===== config.mk =====
export PLATFORM = sky130hd
export DESIGN_NAME = upower_fetch_unit
export DESIGN_NICKNAME = d
export VERILOG_FILES = /design/src/rtl/upower_pkg.sv /design/src/rtl/upower_sync_fifo.sv /design/src/rtl/upower_fetch_unit.sv
export SDC_FILE = /design/constraint.sdc
export NUM_CORES = 1
export LEC_CHECK = 0
export CAP_MARGIN = 20
export CORE_ASPECT_RATIO = 0.9
export CORE_MARGIN = 4
export CORE_UTILIZATION = 30
export DETAILED_ROUTE_END_ITERATION = 6
export MAX_ROUTING_LAYER = met4
export SLEW_MARGIN = 20
export SYNTH_ARGS = -nofsm -noshare
export SYNTH_HDL_FRONTEND = slang
export SYNTH_SLANG_ARGS = --single-unit

===== constraint.sdc =====
create_clock -name clock -period 9.2 [get_ports clock]
set_input_delay 1.84 -clock clock [delete_from_list [all_inputs] [get_ports clock]]
set_output_delay 1.84 -clock clock [all_outputs]
set_load 0.05 [all_outputs]

===== src/rtl/upower_pkg.sv =====
// upower_pkg: shared defaults and types for the uPower fetch slice.
//   ADDR_W_DEF / INSN_W_DEF : default address and instruction widths
//   RESET_PC_DEF            : default PC loaded on reset
//   fetch_state_e           : fetch FSM states (IDLE, FETCH, DRAIN)
package upower_pkg;

    localparam int unsigned ADDR_W_DEF   = 32;
    localparam int unsigned INSN_W_DEF   = 32;
    localparam logic [31:0] RESET_PC_DEF = 32'h0000_0000;

    typedef enum logic [1:0] {
        ST_IDLE,
        ST_FETCH,
        ST_DRAIN
    } fetch_state_e;

endpackage


===== src/rtl/upower_sync_fifo.sv =====
// upower_sync_fifo: synchronous FIFO with flush and occupancy count.
//   clk_i, rst_ni : clock, asynchronous active-low reset
//   push_i/data_i : write an entry (caller guarantees space)
//   pop_i         : remove the head entry (ignored when empty)
//   flush_i       : discard all entries, overrides push/pop
//   data_o        : head entry (meaningful only when !empty_o)
//   empty_o       : no entries held
//   count_o       : number of entries held
module upower_sync_fifo #(
    parameter int unsigned WIDTH = 64,
    parameter int unsigned DEPTH = 4
) (
    input  logic                     clk_i,
    input  logic                     rst_ni,
    input  logic                     push_i,
    input  logic [WIDTH-1:0]         data_i,
    input  logic                     pop_i,
    input  logic                     flush_i,
    output logic [WIDTH-1:0]         data_o,
    output logic                     empty_o,
    output logic [$clog2(DEPTH):0]   count_o
);

    localparam int unsigned AW = $clog2(DEPTH);

    logic [WIDTH-1:0] mem_q [DEPTH];
    logic [AW-1:0]    wr_q, rd_q;
    logic [AW:0]      cnt_q;
    logic             pop_ok;

    assign pop_ok  = pop_i && (cnt_q != '0);
    assign empty_o = (cnt_q == '0);
    assign count_o = cnt_q;
    assign data_o  = mem_q[rd_q];

    // Pointers wrap naturally because DEPTH is a power of two.
    always_ff @(posedge clk_i or negedge rst_ni) begin
        if (!rst_ni) begin
            wr_q  <= '0;
            rd_q  <= '0;
            cnt_q <= '0;
        end else if (flush_i) begin
            wr_q  <= '0;
            rd_q  <= '0;
            cnt_q <= '0;
        end else begin
            if (push_i) wr_q <= wr_q + AW'(1);
            if (pop_ok) rd_q <= rd_q + AW'(1);
            cnt_q <= cnt_q + (AW+1)'(push_i) - (AW+1)'(pop_ok);
        end
    end

    always_ff @(posedge clk_i) begin
        if (push_i && !flush_i) mem_q[wr_q] <= data_i;
    end

endmodule


===== src/rtl/upower_fetch_unit.sv =====
// upower_fetch_unit: instruction fetch stage for the uPower core.
//   clock, reset_n                  : clock, asynchronous active-low reset
//   redirect_valid, redirect_pc     : branch redirect, flushes wrong-path work
//   imem_req_valid/ready/addr       : word fetch request channel
//   imem_resp_valid/data            : in-order fetch responses
//   dec_valid/ready, dec_instr/pc   : {instruction, pc} handed to decode
module upower_fetch_unit
    import upower_pkg::*;
#(
    parameter int unsigned        ADDR_W     = ADDR_W_DEF,
    parameter int unsigned        INSN_W     = INSN_W_DEF,
    parameter int unsigned        FIFO_DEPTH = 4,
    parameter logic [ADDR_W-1:0]  RESET_PC   = '0
) (
    input  logic              clock,
    input  logic              reset_n,
    input  logic              redirect_valid,
    input  logic [ADDR_W-1:0] redirect_pc,
    output logic              imem_req_valid,
    input  logic              imem_req_ready,
    output logic [ADDR_W-1:0] imem_req_addr,
    input  logic              imem_resp_valid,
    input  logic [INSN_W-1:0] imem_resp_data,
    output logic              dec_valid,
    input  logic              dec_ready,
    output logic [INSN_W-1:0] dec_instr,
    output logic [ADDR_W-1:0] dec_pc
);

    localparam int unsigned CNT_W = $clog2(FIFO_DEPTH) + 1;
    localparam int unsigned ENT_W = INSN_W + ADDR_W;

    fetch_state_e      state_q, state_d;
    logic [ADDR_W-1:0] fetch_pc_q, fetch_pc_d;
    logic [ADDR_W-1:0] resp_pc_q, resp_pc_d;
    logic [CNT_W-1:0]  outst_q, outst_d;
    logic [CNT_W-1:0]  discard_q, discard_d;

    logic [CNT_W-1:0]  fifo_count;
    logic              fifo_empty;
    logic [ENT_W-1:0]  fifo_head;
    logic              resp_take, req_fire, fifo_push, fifo_pop;
    logic [CNT_W-1:0]  outst_after_resp;

    // A response with nothing outstanding is spurious and ignored.
    assign resp_take        = imem_resp_valid && (outst_q != '0);
    assign outst_after_resp = outst_q - CNT_W'(resp_take);

    // Every issued request owns a FIFO slot, so responses never need backpressure.
    assign imem_req_valid = (state_q != ST_IDLE) && !redirect_valid &&
                            ((outst_q + fifo_count) < CNT_W'(FIFO_DEPTH));
    assign imem_req_addr  = fetch_pc_q;
    assign req_fire       = imem_req_valid && imem_req_ready;

    assign fifo_push = resp_take && !redirect_valid && (discard_q == '0);
    assign fifo_pop  = !fifo_empty && dec_ready && !redirect_valid;

    assign dec_valid = !fifo_empty;
    assign dec_instr = fifo_empty ? '0 : fifo_head[ENT_W-1:ADDR_W];
    assign dec_pc    = fifo_empty ? '0 : fifo_head[ADDR_W-1:0];

    always_comb begin
        state_d    = state_q;
        fetch_pc_d = fetch_pc_q;
        resp_pc_d  = resp_pc_q;
        discard_d  = discard_q;
        outst_d    = outst_after_resp + CNT_W'(req_fire);

        if (redirect_valid) begin
            fetch_pc_d = redirect_pc;
            resp_pc_d  = redirect_pc;
            // Everything still in flight belongs to the wrong path.
            discard_d  = outst_after_resp;
        end else begin
            if (req_fire) fetch_pc_d = fetch_pc_q + ADDR_W'(1);
            if (resp_take) begin
                if (discard_q != '0) discard_d = discard_q - CNT_W'(1);
                else                 resp_pc_d = resp_pc_q + ADDR_W'(1);
            end
        end

        case (state_q)
            ST_IDLE:  state_d = ST_FETCH;
            ST_FETCH: begin
                if (redirect_valid && (outst_after_resp != '0)) state_d = ST_DRAIN;
            end
            ST_DRAIN: begin
                if (redirect_valid)
                    state_d = (outst_after_resp != '0) ? ST_DRAIN : ST_FETCH;
                else if (discard_d == '0)
                    state_d = ST_FETCH;
            end
            default:  state_d = ST_IDLE;
        endcase
    end

    always_ff @(posedge clock or negedge reset_n) begin
        if (!reset_n) begin
            state_q    <= ST_IDLE;
            fetch_pc_q <= RESET_PC;
            resp_pc_q  <= RESET_PC;
            outst_q    <= '0;
            discard_q  <= '0;
        end else begin
            state_q    <= state_d;
            fetch_pc_q <= fetch_pc_d;
            resp_pc_q  <= resp_pc_d;
            outst_q    <= outst_d;
            discard_q  <= discard_d;
        end
    end

    upower_sync_fifo #(
        .WIDTH (ENT_W),
        .DEPTH (FIFO_DEPTH)
    ) u_fifo (
        .clk_i   (clock),
        .rst_ni  (reset_n),
        .push_i  (fifo_push),
        .data_i  ({imem_resp_data, resp_pc_q}),
        .pop_i   (fifo_pop),
        .flush_i (redirect_valid),
        .data_o  (fifo_head),
        .empty_o (fifo_empty),
        .count_o (fifo_count)
    );

endmodule


==> qor.yml, run 1 <==
synthesis:
  yosys.area.top_type: "edfxtp_1"
  synth_nets: 971
  synth_area_leaders: "edfxtp_1 54%, dfrtp_1 14%, mux4_2 10%, and2_1 3.0%, xnor2_1 2.1%"
  syn_inst: 885
  syn-cell-area_sq_um: 14400
  syn_avg_cell_area_sq_um: 16.2
  yosys_warnings: 0
  synth_seq_area_share_pct: 67.3
  async_flop_share_pct: 23.6
  synth_edf_count: 256
  yosys.area.top_type_share_pct: 53.5
  synth_seq_cells: 335
  synth_flop_cell: "edfxtp_1"
  synthDistinctLibCells: 59
worst_setup_path:
  cp-start-kind: "register"
  crit_chain: "buf_4 -> mux4_2 -> and2_1 -> clkdlybuf4s50_1"
  arrival_ns: 3.64
  critPathRequiredTime_ns: 7.36
  crit_path_end_kind: "output pin"
  slowest_stage: "dfrtp_4"
  worstSetupPathType: "register to output pin"
  slowest_delay_ns: 0.96
  worstPathMaxFanout: 37
clock_network:
  cts_root_buf: "clkbuf_16"
  cts_setup_buffers: 0
  cts_tree: "built"
  cts.sinks: 335
  cts-buffers-inserted: 37
  cts_hold_buffers: 0
  cts_buffer_depth: 3
  clk_pin_slew_ns: 0.06
  clk_latency_ns: 0.53
  ctsResizeCount: 0
  cts_htree_levels: 2
finish:
  seq_area_sq_um: 9670
  final_common_cell: "edfxtp_1"
  postLayoutCellArea_sq_um: 18000
  layout-area-overhead-vs-synth_pct: 25.0
  finalNetCount: 1149
  multi_input_area_sq_um: 4460
  drive_gt1_share_pct: 16.1
  antenna_cells: 0
  fill_cells: 4335
  layout.cells.most_common_list: "256 x edfxtp_1, 166 x clkdlybuf4s50_1, 77 x dfrtp_1"
routing:
  antenna_left: 0
  drc_errors: 0
  via_count: 8346
  drt_iter0_markers: 527
  first_pass_iters: 5
  wl_per_cell_um: 20.0
  dr_wl_met2_um: 15400
  wl_met3_um: 2220
  wl_um: 34200
  wirelength_met1_um: 16100
  routed.top_layer: "met4"
  via_per_inst: 4.89
sta:
  drv_slew: 0
  fin_crit_sh_pct: 59.5
  worst_slew_pin_slew_ns: 1.06
  hold_viol: 0
  clock_skew_ns: 0.0156
  relSlewSlack_pct: 29.0
  post-route-min-period_ns: 5.48
  fin_setup_tns_ns: 0
  setup_violations: 0
  rsz0062_at_grt: "no"
  max_freq_mhz: 183
grt:
  track_usage_pct: 13.5
  grt_pass1_wl_um: 52600
  grt_overflow_total: 0
  antenna_found_initial: 0
  grt_pass1_vias: 8703
  grt_max_degree: 68
power:
  ir_worst_vdd_mv: 0.139
  power_density_nw_per_um2: 276
  power_leakage_uw: 0.00598
floorplan:
  start_util_pct: 30.6
  io_pins: 168
  coreArea_sq_um: 47000
  fp-row-count: 75
  dieArea_sq_um: 51500
  die_w_um: 239
  die_h_um: 216
worst_hold_path:
  hold_class: "register to register"
placed_design:
  gp_congestion: 0.781
  io_buffers: 167
  place_hpwl_um: 21500
  place_area_sq_um: 16700
status:
  status: "complete, no violations"
run:
  maxCapViolCount: 0
[state kept, by name (all words and copies together) (netlist names)]
signal and count:
outst_q 3, u_fifo.count_o 3, discard_q 3, imem_req_addr 32
state_q 2, u_fifo.rd_q 2, resp_pc_q 32, u_fifo.wr_q 2
u_fifo.mem_q 256
[worst max-delay path, delay by kind of cell (launching register included)]
kind / cells / cell delay (ns)
buffers and inverters: 2 / 1.35
multiplexers: 1 / 0.59
flip-flops: 1 / 0.96
AND/OR/NAND/NOR: 1 / 0.19
[worst paths after layout]
check / start / to / slack [ns] / depth (start not counted)
setup reg to reg: discard_q[0]$_DFF_PN0_ / u_fifo.mem_q[1][33]$_DFFE_PP_ / 6.45 / 6
min in group asynchronous: reset_n / imem_req_addr[7]$_DFFE_PN0P_ / 1.20 / 1
hold reg to reg: resp_pc_q[7]$_DFFE_PN0P_ / u_fifo.mem_q[2][7]$_DFFE_PP_ / 0.59 / 0
setup / recovery: u_fifo.rd_q[0]$_DFFE_PN0P_ / dec_instr[22] / 3.72 / 4
max in group asynchronous: reset_n / u_fifo.rd_q[0]$_DFFE_PN0P_ / 6.85 / 2
hold / removal: resp_pc_q[7]$_DFFE_PN0P_ / u_fifo.mem_q[2][7]$_DFFE_PP_ / 0.59 / 0
[cells by family after synthesis]
group                      after synthesis  synth area share, %
AOI/OAI and AO/OA                       59                 2.77
muxes                                   92                 12.2
DFF                                    335                 67.3
adders and majority gates               17                 1.52
and+or+nand+nor                        263                 10.8
buffers and inverters                   61                 1.78
xor gates and xnor gates                58                 3.72
[Yosys cell counts (all sizes together) (11+ instances only)]
master,count
nand3,29
xnor2,36
nand2,44
ha,15
nor4,21
clkbuf,20
mux4,64
o21ai,16
xor2,22
nand4,24
mux2,22
and2,70
nor3,15
buf,18
inv,23
a21oi,11
dfrtp,79
edfxtp,256
nor2,20
o211ai,11
[stage by stage]
step | worst slack [ns] | total power [uW] | hold slack, ns | util [%] | instances
6_report | 3.72 | 4970 | 0.587 | 38.2 | 1706
5_1_grt | 3.43 | 5200 | 0.615 | 38.2 | 1706
2_1_floorplan | 4.02 | 2970 | 0.490 | - | 885
3_5_place_dp | 3.75 | 3530 | 0.580 | 35.6 | 1640
3_3_place_gp | 3.72 | 3520 | 0.568 | 35.6 | 1640
4_1_cts | 3.56 | 5050 | 0.592 | 38.2 | 1706
[cell type report]
type,instances,share of cell area [%]
Clock buffer,50,5.85
Clock inverter,16,1.03
Inverter,23,0.481
Sequential cell,335,53.8
Timing Repair Buffer,177,9.71
Multi-Input combinational cell,489,24.8
Tap cell,616,4.29
[layer usage]
| metal | GRT usage, % | vias up |
|---|---|---|
| met5 | - | - |
| met1 | 19.0 | 4250 |
| met2 | 20.1 | 270 |
| met3 | 3.40 | 39 |
| li1 | - | 3787 |
| met4 | 2.77 | 0 |
[power by group]
part | internal (uW) | leakage [uW] | total [uW] | switching, uW
Clock | 914 | 0.000605 | 1500 | 583
Sequential | 1720 | 0.00325 | 1860 | 138
Combinational | 602 | 0.00213 | 1610 | 1010
Note: power is estimated with default switching activity, not from simulation.
==> run 2, diff against run 1 <==
==> constraint.sdc (replaced) <==
create_clock -name clock -period 5.55 [get_ports clock]
set_input_delay 1.11 -clock clock [delete_from_list [all_inputs] [get_ports clock]]
set_output_delay 1.11 -clock clock [all_outputs]
set_load 0.05 [all_outputs]
==> qor.yml, run 2 (synthesis gave the netlist of run 1 again) <==
sta:
  fin_setup_tns_ns: 0  # unchanged
  clock_skew_ns: 0.0179  # was 0.0156 ns
  max_freq_mhz: 229
  worst_slew_pin_slew_ns: 0.725  # was 1.06 ns
  relSlewSlack_pct: 51.7  # was 29.0%
  post-route-min-period_ns: 4.37
  fin_crit_sh_pct: 78.8
  setup_violations: 0  # unchanged
  drv_slew: 0  # unchanged
  hold_viol: 0  # unchanged
  rsz0062_at_grt: "no"  # unchanged
worst_hold_path:
  hold_class: "register to register"  # unchanged
grt:
  grt_max_degree: 59  # was 68
  grt_pass1_vias: 8559  # was 8703
  grt_pass1_wl_um: 53400  # was 52600 um
  grt_overflow_total: 0  # unchanged
  antenna_found_initial: 1  # was 0
  track_usage_pct: 13.7  # was 13.5%
clock_network:
  cts.sinks: 335  # unchanged
  cts_tree: "built"  # unchanged
  clk_pin_slew_ns: 0.06  # about the same
  cts_htree_levels: 2  # unchanged
  ctsResizeCount: 0  # unchanged
  cts_buffer_depth: 3  # unchanged
  cts_setup_buffers: 0  # unchanged
  cts_root_buf: "clkbuf_16"  # unchanged
  cts_hold_buffers: 0  # unchanged
  clk_latency_ns: 0.54  # was 0.53 ns
  cts-buffers-inserted: 37  # unchanged
floorplan:
  coreArea_sq_um: 47000  # unchanged
  fp-row-count: 75  # unchanged
  die_h_um: 216  # unchanged
  die_w_um: 239  # unchanged
  io_pins: 168  # unchanged
  start_util_pct: 30.6  # unchanged
  dieArea_sq_um: 51500  # unchanged
worst_setup_path:
  slowest_stage: "dfrtp_4"  # unchanged
  worstSetupPathType: "register to output pin"  # unchanged
  crit_chain: "buf_12 -> mux4_2 -> and2_1 -> clkdlybuf4s50_1"  # was buf_4 -> mux4_2 -> and2_1 -> clkdlybuf4s50_1
  cp-start-kind: "register"  # unchanged
  arrival_ns: 3.26  # was 3.64 ns
  critPathRequiredTime_ns: 4.44  # was 7.36 ns
  crit_path_end_kind: "output pin"  # unchanged
  worstPathMaxFanout: 38  # was 37
  slowest_delay_ns: 0.83  # was 0.96 ns
status:
  status: "complete, no violations"  # unchanged
finish:
  antenna_cells: 0  # unchanged
  largest_reg_flops: 256  # unchanged
  layout.cells.most_common_list: "256 x edfxtp_1, 166 x clkdlybuf4s50_1, 77 x dfrtp_1"  # unchanged
  layout-area-overhead-vs-synth_pct: 25.7  # was 25.0%
  largest-register: "u_fifo.mem_q"  # unchanged
  finalNetCount: 1155  # was 1149
  drive_gt1_share_pct: 16.5  # was 16.1%
  final_common_cell: "edfxtp_1"  # unchanged
routing:
  wl_met3_um: 2110  # was 2220 um
  wl_per_cell_um: 20.3  # was 20.0 um
  antenna_left: 0  # unchanged
  via_count: 8363  # was 8346
  via_per_inst: 4.88  # was 4.89
  dr_wl_met2_um: 15600  # was 15400 um
  first_pass_iters: 4  # was 5
  drc_errors: 0  # unchanged
  wirelength_met1_um: 16700  # was 16100 um
  drt_iter0_markers: 574  # was 527
  routed.top_layer: "met4"  # unchanged
  wl_um: 34800  # was 34200 um
power:
  power_leakage_uw: 0.00602  # was 0.00598 uW
  power_density_nw_per_um2: 460  # was 276 nW/um^2
  finalPower_uw: 8300  # was 4970 uW
  ir_worst_vdd_mv: 0.268  # was 0.139 mV
run:
  maxCapViolCount: 0  # unchanged
placed_design:
  place_hpwl_um: 22700  # was 21500 um
  io_buffers: 167  # unchanged
  gp_congestion: 0.784  # was 0.781
run 2: stage by stage:
stage	setup WS [ns]	util (%)	hold slack [ns]	instance area, sq um	instances
final	1.18	38.4	0.589	18100	1714
after global routing	0.988	38.4	0.602	18100	1714
after CTS	1.07	38.4	0.581	18100	1714
after detailed placement	1.64	35.7	0.569	16800	1646
after global placement	1.69	35.7	0.552	16800	1646
after floorplan	1.63	-	0.490	14400	885
run 2: cell type report:
type	count	area, sq um
Clock buffer	42	955
Clock inverter	26	310
Fill cell	4347	29000
Inverter	23	86.3
Multi-Input combinational cell	489	4460
Sequential cell	335	9670
Tap cell	616	771
Timing Repair Buffer	183	1810
run 2: critical path, delay by kind of cell (launching register included):
kind	cells	cell delay [ns]
muxes	1	0.56
DFF	1	0.83
and+or+nand+nor	1	0.20
buffers and inverters	2	1.09
run 2: path summary, 6_finish.rpt:
path / cells after the start / slack [ns] / to / start
setup / recovery: 4 / 1.18 / dec_instr[31] / u_fifo.rd_q[0]$_DFFE_PN0P_
hold / removal: 0 / 0.59 / u_fifo.mem_q[3][8]$_DFFE_PP_ / resp_pc_q[8]$_DFFE_PN0P_
setup reg to reg: 6 / 2.78 / u_fifo.mem_q[0][6]$_DFFE_PP_ / discard_q[0]$_DFF_PN0_
hold reg to reg: 0 / 0.59 / u_fifo.mem_q[3][8]$_DFFE_PP_ / resp_pc_q[8]$_DFFE_PN0P_
max in group asynchronous: 2 / 4.07 / resp_pc_q[25]$_DFFE_PN0P_ / reset_n
min in group asynchronous: 1 / 0.63 / imem_req_addr[8]$_DFFE_PN0P_ / reset_n
run 2: where the power goes:
part | total, uW | switching (uW) | internal [uW]
Sequential | 3080 | 220 | 2860
Combinational | 2690 | 1680 | 1010
Clock | 2540 | 1010 | 1530
Total | 8300 | 2910 | 5390
run 2: layer usage:
layer,GRT usage (%),vias to the layer above
met3,3.13,29
li1,-,3804
met5,-,-
met2,19.9,253
met1,19.9,4277
met4,2.46,0
==> run 3, diff against run 2 <==
==> constraint.sdc (replaced) <==
create_clock -name clock -period 3.6 [get_ports clock]
set_input_delay 0.72 -clock clock [delete_from_list [all_inputs] [get_ports clock]]
set_output_delay 0.72 -clock clock [all_outputs]
set_load 0.05 [all_outputs]
==> qor.yml, run 3 (synthesis gave the netlist of run 1 again) <==
clock_network:
  clk_latency_ns: 0.54  # about the same
  clk_pin_slew_ns: 0.06  # about the same
  cts.sinks: 335  # unchanged
  cts_tree: "built"  # unchanged
  cts_root_buf: "clkbuf_16"  # unchanged
  cts_setup_buffers: 0  # unchanged
  cts_hold_buffers: 0  # unchanged
  cts-buffers-inserted: 37  # unchanged
  cts_buffer_depth: 3  # unchanged
  cts_htree_levels: 2  # unchanged
finish:
  seq_area_sq_um: 9670  # unchanged
  multi_input_area_sq_um: 4460  # unchanged
  final_common_cell: "edfxtp_1"  # unchanged
  drive_gt1_share_pct: 17.5  # was 16.5%
  layout-area-overhead-vs-synth_pct: 27.1  # was 25.7%
  largest-register: "u_fifo.mem_q"  # unchanged
  layout.cells.most_common_list: "256 x edfxtp_1, 145 x clkdlybuf4s50_1, 77 x dfrtp_1"  # was 256 x edfxtp_1, 166 x clkdlybuf4s50_1, 77 x dfrtp_1
  fill_cells: 4343  # was 4347
  finalNetCount: 1168  # was 1155
  layoutNonFillerInstCount: 1729  # was 1714
  largest_reg_flops: 256  # unchanged
  postLayoutCellArea_sq_um: 18300  # was 18100 sq um
placed_design:
  place_hpwl_um: 23800  # was 22700 um
  io_buffers: 167  # unchanged
  place_area_sq_um: 17000  # was 16800 sq um
  place_inst: 1659  # was 1646
  gp_congestion: 0.817  # was 0.784
floorplan:
  die_w_um: 239  # unchanged
  coreArea_sq_um: 47000  # unchanged
  dieArea_sq_um: 51500  # unchanged
  die_h_um: 216  # unchanged
  fp-row-count: 75  # unchanged
  start_util_pct: 30.6  # unchanged
  io_pins: 168  # unchanged
power:
  power_density_nw_per_um2: 686  # was 460 nW/um^2
  ir_worst_vdd_mv: 0.375  # was 0.268 mV
  power_leakage_uw: 0.00640  # was 0.00602 uW
worst_setup_path:
  cp-start-kind: "register"  # unchanged
  worstPathMaxFanout: 30  # was 38
  ff2ff_setup_slack_ns: 0.81  # was 2.78 ns
  arrival_ns: 2.77  # was 3.26 ns
  slowest_stage: "clkdlybuf4s50_1"  # was dfrtp_4
  critPathTopFamily: "buffers and inverters"  # unchanged
  crit_chain: "buf_12 -> mux4_2 -> and2_1 -> clkdlybuf4s50_1"  # unchanged
  regToRegStartpoint: "u_fifo.count_o[1]$_DFF_PN0_"  # was discard_q[0]$_DFF_PN0_
  critical_path_buf_inv_count: 2  # unchanged
  worstSetupPathType: "register to output pin"  # unchanged
  slowest_delay_ns: 0.69  # was 0.83 ns
  crit_path_end_kind: "output pin"  # unchanged
  rr_endpoint: "u_fifo.count_o[2]$_DFF_PN0_"  # was u_fifo.mem_q[0][6]$_DFFE_PP_
  rr_worst_depth: 11  # was 6
  critPathRequiredTime_ns: 2.88  # was 4.44 ns
sta:
  fin_setup_tns_ns: 0  # unchanged
  rsz0062_at_grt: "no"  # unchanged
  post-route-min-period_ns: 3.49
  setup_violations: 0  # unchanged
  worst_slew_pin_slew_ns: 0.979  # was 0.725 ns
  clock_skew_ns: 0.0270  # was 0.0179 ns
  max_freq_mhz: 286
  hold_viol: 0  # unchanged
  holdWs_ns: 0.259  # was 0.589 ns
  relSlewSlack_pct: 34.3  # was 51.7%
  fin_crit_sh_pct: 97.0
  drv_slew: 0  # unchanged
routing:
  wl_um: 35000  # was 34800 um
  first_pass_iters: 4  # unchanged
  via_count: 8502  # was 8363
  drc_errors: 0  # unchanged
  via_per_inst: 4.92  # was 4.88
  wl_per_cell_um: 20.2  # was 20.3 um
  antenna_left: 0  # unchanged
  drt_iter0_markers: 672  # was 574
grt:
  grt_max_degree: 68  # was 59
  track_usage_pct: 13.8  # was 13.7%
  antenna_found_initial: 0  # was 1
  grt_pass1_vias: 8725  # was 8559
  grt_overflow_total: 0  # unchanged
  grt_pass1_wl_um: 53500  # was 53400 um
run:
  maxCapViolCount: 0  # unchanged
worst_hold_path:
  hold_class: "primary input to async pin"  # was register to register
status:
  status: "complete, no violations"  # unchanged
==> run 3: changes by cell type in the layout (fill, tap and decap cells not counted), sizes merged, moves of 2 or more <==
cell           before  now
dlymetal6s2s        0   18
clkdlybuf4s50     166  145
diode               0    2
buf                17   33
bufinv              6    1
clkbuf             42   45
clkinv             16   19
clkinvlp            3    1
==> run 3: worst max path at each step <==
stage                          startpoint                      endpoint  cells after the start  slack [ns]
2_1_floorplan              redirect_valid  u_fifo.mem_q[0][0]$_DFFE_PP_                      5        0.07
3_3_place_gp              imem_resp_valid  u_fifo.mem_q[3][0]$_DFFE_PP_                      5        0.62
3_5_place_dp               redirect_valid  u_fifo.mem_q[3][0]$_DFFE_PP_                      5        0.60
4_1_cts        u_fifo.rd_q[0]$_DFFE_PN0P_                 dec_instr[23]                      4       0.006
5_1_grt        u_fifo.rd_q[0]$_DFFE_PN0P_                  dec_instr[2]                      4       0.001
6_report       u_fifo.rd_q[0]$_DFFE_PN0P_                  dec_instr[1]                      4        0.11
==> run 3: area by class of cell <==
| type | instances | share of cell area, % |
|---|---|---|
| antenna | 2 | 0.0274 |
| clock buffer | 45 | 5.47 |
| clock inverter | 23 | 0.946 |
| inverter | 23 | 0.473 |
| multi-input combinational | 489 | 24.4 |
| sequential | 335 | 53.0 |
| tap | 616 | 4.22 |
| timing repair buffer | 196 | 11.5 |
==> run 3: stage by stage <==
step / setup slack, ns / utilization, % / power, uW
CTS: 0.00554 / 38.7 / 12700
global placement: 0.622 / 36.2 / 9050
detailed placement: 0.603 / 36.2 / 9090
global route: 0.00126 / 38.8 / 13100
finish: 0.108 / 38.8 / 12500
floorplan: 0.0702 / - / 7600
==> run 3: repair_timing <==
action / CTS / global route
setup endpoints to repair: 0 / 18
endpoints found under the hold margin: 0 / 0
resized for setup: 0 / 18
==> run 3: layer usage <==
| metal | share of wire (%) | track usage (%) | wire, um |
|---|---|---|---|
| met3 | 5.6 | 2.32 | 1960 |
| met5 | 0 | - | 0 |
| met4 | 1.6 | 2.94 | 576 |
| met1 | 48 | 20.4 | 16900 |
| met2 | 44 | 20.3 | 15500 |
==> run 3: power breakdown <==
group	switching, uW	internal (uW)	leakage [uW]
Combinational	2660	1590	0.00258
Clock	1530	2070	0.000571
Sequential	273	4400	0.00325
Total	4460	8070	0.00640
